**config.mk**
```make
export PLATFORM = sky130hd
export DESIGN_NAME = mem_arbiter
export DESIGN_NICKNAME = d
export VERILOG_FILES = /design/src/rtl/mycpu_pkg.sv /design/src/rtl/arb_rr_pick.sv /design/src/rtl/mem_arbiter.sv
export SDC_FILE = /design/constraint.sdc
export NUM_CORES = 1
export LEC_CHECK = 0
export ABC_AREA = 1
export ABC_CLOCK_PERIOD_IN_PS = 2000
export CAP_MARGIN = 20
export CORE_MARGIN = 2
export CORE_UTILIZATION = 41
export CTS_BUF_LIST = sky130_fd_sc_hd__clkbuf_4 sky130_fd_sc_hd__clkbuf_8 sky130_fd_sc_hd__clkbuf_16
export DETAILED_ROUTE_END_ITERATION = 16
export GPL_ROUTABILITY_DRIVEN = 0
export GPL_TIMING_DRIVEN = 0
export PLACE_DENSITY = 0.81
export SYNTH_ARGS = -nofsm -noshare
export SYNTH_HDL_FRONTEND = slang
export SYNTH_SLANG_ARGS = --single-unit
```
**constraint.sdc**
```tcl
create_clock -name clk -period 2 [get_ports clk]
set_clock_uncertainty 0.2 [all_clocks]
set_input_delay 0.2 -clock clk [delete_from_list [all_inputs] [get_ports clk]]
set_output_delay 0.2 -clock clk [all_outputs]
set_load 0.01 [all_outputs]
```
**src/rtl/mycpu_pkg.sv**
```systemverilog
// Shared types for the two-requester memory arbiter: FSM states, requester ids, bus widths.
// Pure declarations; no latency or backpressure of its own.
package mycpu_pkg;

  localparam int ARB_AW = 16;
  localparam int ARB_DW = 16;

  typedef enum logic [2:0] {
    IDLE,
    ACC_CPU,
    ACC_DMA,
    DONE_CPU,
    DONE_DMA
  } arb_state_t;

  typedef enum logic {
    ARB_CPU = 1'b0,
    ARB_DMA = 1'b1
  } arb_id_t;

endpackage

```
**src/rtl/arb_rr_pick.sv**
```systemverilog
// Combinational round-robin pick between CPU and DMA; zero latency.
// Masked requesters are treated as idle; on a tie the one not granted last wins.
module arb_rr_pick
  import mycpu_pkg::*;
(
  input  logic       cpu_req_i,
  input  logic       dma_req_i,
  input  arb_id_t    last_gnt_i,
  input  logic [1:0] mask_i,
  output arb_id_t    win_o,
  output logic       vld_o
);

  logic cpu_ok;
  logic dma_ok;

  assign cpu_ok = cpu_req_i & ~mask_i[0];
  assign dma_ok = dma_req_i & ~mask_i[1];

  always_comb begin
    vld_o = cpu_ok | dma_ok;
    win_o = ARB_CPU;
    if (cpu_ok && dma_ok) begin
      win_o = (last_gnt_i == ARB_CPU) ? ARB_DMA : ARB_CPU;
    end else if (dma_ok) begin
      win_o = ARB_DMA;
    end
  end

endmodule

```
**src/rtl/mem_arbiter.sv**
```systemverilog
// Round-robin CPU/DMA arbiter onto a single-port memory: mem_cs one cycle after grant, ack one after that.
// Requesters hold req until ack; a request dropped before grant is silently discarded.
module mem_arbiter
  import mycpu_pkg::*;
(
  input  logic              clk,
  input  logic              rst_n,
  input  logic              cpu_req,
  input  logic [ARB_AW-1:0] cpu_addr,
  input  logic              cpu_wen,
  input  logic [ARB_DW-1:0] cpu_wdata,
  output logic [ARB_DW-1:0] cpu_rdata,
  output logic              cpu_ack,
  input  logic              dma_req,
  input  logic [ARB_AW-1:0] dma_addr,
  input  logic              dma_wen,
  input  logic [ARB_DW-1:0] dma_wdata,
  output logic [ARB_DW-1:0] dma_rdata,
  output logic              dma_ack,
  output logic              mem_cs,
  output logic [ARB_AW-1:0] mem_addr,
  output logic              mem_wen,
  output logic [ARB_DW-1:0] mem_wdata,
  input  logic [ARB_DW-1:0] mem_rdata
);

  arb_state_t        state_q;
  arb_id_t           last_gnt_q;
  logic              mem_cs_q;
  logic [ARB_AW-1:0] mem_addr_q;
  logic              mem_wen_q;
  logic [ARB_DW-1:0] mem_wdata_q;
  logic              cpu_ack_q;
  logic              dma_ack_q;
  logic [ARB_DW-1:0] cpu_rdata_q;
  logic [ARB_DW-1:0] dma_rdata_q;

  logic [1:0]        pick_mask;
  arb_id_t           pick_id;
  logic              pick_vld;

  // The requester being acked this cycle must not win a back-to-back grant.
  always_comb begin
    pick_mask = 2'b00;
    if (state_q == DONE_CPU) begin
      pick_mask = 2'b01;
    end else if (state_q == DONE_DMA) begin
      pick_mask = 2'b10;
    end
  end

  arb_rr_pick u_pick (
    .cpu_req_i  (cpu_req),
    .dma_req_i  (dma_req),
    .last_gnt_i (last_gnt_q),
    .mask_i     (pick_mask),
    .win_o      (pick_id),
    .vld_o      (pick_vld)
  );

  always_ff @(posedge clk or negedge rst_n) begin
    if (!rst_n) begin
      state_q     <= IDLE;
      last_gnt_q  <= ARB_DMA;
      mem_cs_q    <= 1'b0;
      mem_addr_q  <= '0;
      mem_wen_q   <= 1'b1;
      mem_wdata_q <= '0;
      cpu_ack_q   <= 1'b0;
      dma_ack_q   <= 1'b0;
      cpu_rdata_q <= '0;
      dma_rdata_q <= '0;
    end else begin
      mem_cs_q  <= 1'b0;
      cpu_ack_q <= 1'b0;
      dma_ack_q <= 1'b0;
      if (state_q == DONE_CPU && mem_wen_q) begin
        cpu_rdata_q <= mem_rdata;
      end
      if (state_q == DONE_DMA && mem_wen_q) begin
        dma_rdata_q <= mem_rdata;
      end
      case (state_q)
        ACC_CPU: begin
          cpu_ack_q <= 1'b1;
          state_q   <= DONE_CPU;
        end
        ACC_DMA: begin
          dma_ack_q <= 1'b1;
          state_q   <= DONE_DMA;
        end
        default: begin
          if (pick_vld) begin
            last_gnt_q <= pick_id;
            mem_cs_q   <= 1'b1;
            if (pick_id == ARB_CPU) begin
              mem_addr_q  <= cpu_addr;
              mem_wen_q   <= cpu_wen;
              mem_wdata_q <= cpu_wdata;
              state_q     <= ACC_CPU;
            end else begin
              mem_addr_q  <= dma_addr;
              mem_wen_q   <= dma_wen;
              mem_wdata_q <= dma_wdata;
              state_q     <= ACC_DMA;
            end
          end else begin
            state_q <= IDLE;
          end
        end
      endcase
    end
  end

  assign mem_cs    = mem_cs_q;
  assign mem_addr  = mem_addr_q;
  assign mem_wen   = mem_wen_q;
  assign mem_wdata = mem_wdata_q;
  assign cpu_ack   = cpu_ack_q;
  assign dma_ack   = dma_ack_q;

  // Read data arrives during the DONE cycle itself, so it is passed through and captured for later.
  assign cpu_rdata = (state_q == DONE_CPU && mem_wen_q) ? mem_rdata : cpu_rdata_q;
  assign dma_rdata = (state_q == DONE_DMA && mem_wen_q) ? mem_rdata : dma_rdata_q;

endmodule

```
==> flow_summary.yaml <==
logic_synthesis:
  ys_seq_elements: 72
  synth.most_common_cell: "nand2_1"
  yosysWarnings: 0
  synth_ff_type: "dfrtp_1"
  syn_area_mm2: 0.00319
  synth.largest_area_cell: "dfrtp_1"
  synthCells: 398
  async_reset_ff_frac: 1.00
  synth_edf_count: 0
  ys_seq_area_frac: 0.565
  synth.distinct_cells: 18
  syn_nets: 484
  synthTopCellsByArea: "dfrtp_1, nand2_1, nand3_1"
  avgSynthCellArea_um2: 8.02
  synth_top_cells_by_count: "nand2_1, dfrtp_1, nand3_1"
  synth.top_cell.area_share: 0.549
timing:
  finalHoldViolations: 0
  fin_setup_tns_ns: -1.17
  final_max_slew_viol_count: 0
  period_share: 1.05
  setup-violations-final: 26
  relSlewSlack: 0.390
  worst_slack_ns: -0.0980
  max_freq_mhz: 477
  tightest_slew_ns: 0.915
  rsz0062_at_grt: "yes"
  layout_min_cycle_time_ns: 2.10
cts:
  cts_max_path_buffers: 2
  htreeDepth: 3
  clock-sinks: 72
  cts_tree: "done"
  numCtsBuffers: 9
  clk_latency_ns: 0.34
  root_buffer: "clkbuf_8"
  clkTransAtPathRegs_ns: 0.08
placed_design:
  dp_slack_ns: -0.524
  port_buffers: 153
  hpwlAfterDp_um: 6630
floorplan:
  die_h_um: 92.3
  io_pins: 154
  num_rows: 32
  die_x_um: 92.3
  die_area_mm2: 0.00851
  coreArea_mm2: 0.00765
  start_util: 0.418
layout:
  diodes: 0
  fin_nets: 668
  multi_input_area_mm2: 0.00145
  seqCellArea_mm2: 0.00181
  nFillCells: 570
  drive_gt1_frac: 0.235
  syn_to_final_growth_pct: 71.6
global_route:
  grt_pass1_wl_um: 15700
  antenna_found_initial: 0
  track_usage: 0.233
  grt_pass1_vias: 3313
  overflow: 0
  grt_max_degree: 73
run:
  drv_cap: 0
setup_path:
  worstPathRequired_ns: 1.60
  slowest_delay_ns: 0.47
  crit_path_cell_trace: "nand4_1 > buf_6 > clkbuf_4 > nand2_1 > o21ai_1 > clkdlybuf4s15_2"
  worstPathArrival_ns: 1.70
  critPathMaxFanout: 7
  startpoint_type: "register"
  slowest_stage: "dfrtp_2"
  cp-end-kind: "output port"
  crit_type: "register to output port"
routing:
  dr.pass1.iters: 5
  wl_um: 10000
  wl_per_cell_um: 14.5
  vias: 3314
  route.detailed.drc: 0
  initialDrtViolationCount: 158
  avgViaCountPerCell: 4.81
  ant_nets: 0
status:
  outcome: "complete, but fails checks"
  failed_checks: "negative setup slack"
worst_hold_path:
  min_path_type: "primary input to register"
power:
  ir_worst_vdd_uv: 858
  p_per_area_mw_per_mm2: 1540
  p_leak_nw: 2.75
[placed cells by master (no fill, tap or decap), drive strengths merged]
master / count
nor2: 3
nand4: 1
dfstp: 2
clkdlybuf4s15: 1
dfrtp: 70
o21ai: 33
dlygate4sd3: 1
clkinv: 3
clkdlybuf4s50: 119
clkinvlp: 1
buf: 67
nand2: 207
nand3: 38
inv: 23
bufinv: 1
clkbuf: 15
a21oi: 2
[through the flow]
stage | cells | utilization | hold slack, ns | cell area (µm²) | power (mW)
2_1_floorplan | 398 | - | -0.296 | 3190 | 4.50
5_1_grt | 689 | 0.716 | 0.245 | 5480 | 9.03
3_3_place_gp | 653 | 0.634 | 0.262 | 4850 | 6.56
3_5_place_dp | 653 | 0.634 | 0.190 | 4850 | 6.66
6_report | 689 | 0.716 | 0.251 | 5480 | 8.44
4_1_cts | 686 | 0.688 | 0.220 | 5260 | 7.99
[logic make-up (layout without fill, tap and decap cells)]
| family | Yosys count | in the layout | share of synthesized area |
|---|---|---|---|
| DFF | 72 | 72 | 0.565 |
| and+or+nand+nor | 249 | 249 | 0.312 |
| AOI/OAI and AO/OA | 35 | 35 | 0.0619 |
| buffers and inverters | 42 | 231 | 0.0607 |
[power by group]
part | internal, mW | switching (mW)
Combinational | 2.27 | 2.43
Clock | 0.587 | 0.589
Sequential | 2.21 | 0.358
Total | 5.06 | 3.38
[registers in the layout (all words and copies together), names as in the netlist]
name,count
dma_ack,1
state_q,3
last_gnt_q,1
mem_wen,1
mem_addr,16
mem_cs,1
mem_wdata,16
dma_rdata_q,16
cpu_rdata_q,16
cpu_ack,1
[repair_timing]
action	in CTS	in global routing
hold endpoints to repair	70	0
setup buffers	16	4
hold buffers	1	0
setup endpoints to repair	32	32
gates cloned	3	0
pin swaps	5	2
gates resized for setup	222	45
[routing by layer]
layer	global-route usage	wire [µm]	share of wire
met1	0.297	4140	0.41
met2	0.393	5210	0.52
met3	0.0493	517	0.052
met4	0.0846	154	0.015
met5	0	0	0
[worst max-delay path: cells and delay by family (launching register included)]
family / cells / cell delay (ns)
AOI/OAI and AO/OA: 1 / 0.10
buffers and inverters: 3 / 0.57
DFF: 1 / 0.47
and+or+nand+nor: 2 / 0.22
[final timing paths]
path | from | endpoint | slack [ns] | depth (start not counted)
max | state_q[0] | cpu_rdata[13] | -0.1 | 6
min | mem_rdata[5] | dma_rdata_q[5] | 0.25 | 3
max reg2reg | mem_wen | cpu_rdata_q[4] | -0.01 | 10
min reg2reg | dma_rdata_q[8] | dma_rdata_q[8] | 0.28 | 2
max in group asynchronous | rst_n | state_q[2] | 0.62 | 2
min in group asynchronous | rst_n | mem_addr[4] | 0.31 | 2
[layout make-up]
class,instances,area share
well taps,102,0.0233
clock buffers,9,0.0226
flip-flops and latches,72,0.330
repair buffers,173,0.297
plain buffers,21,0.0347
inverters,21,0.0144
clock inverters,7,0.0142
multi-input cells,284,0.264
Note: power is estimated with default switching activity, not from simulation.
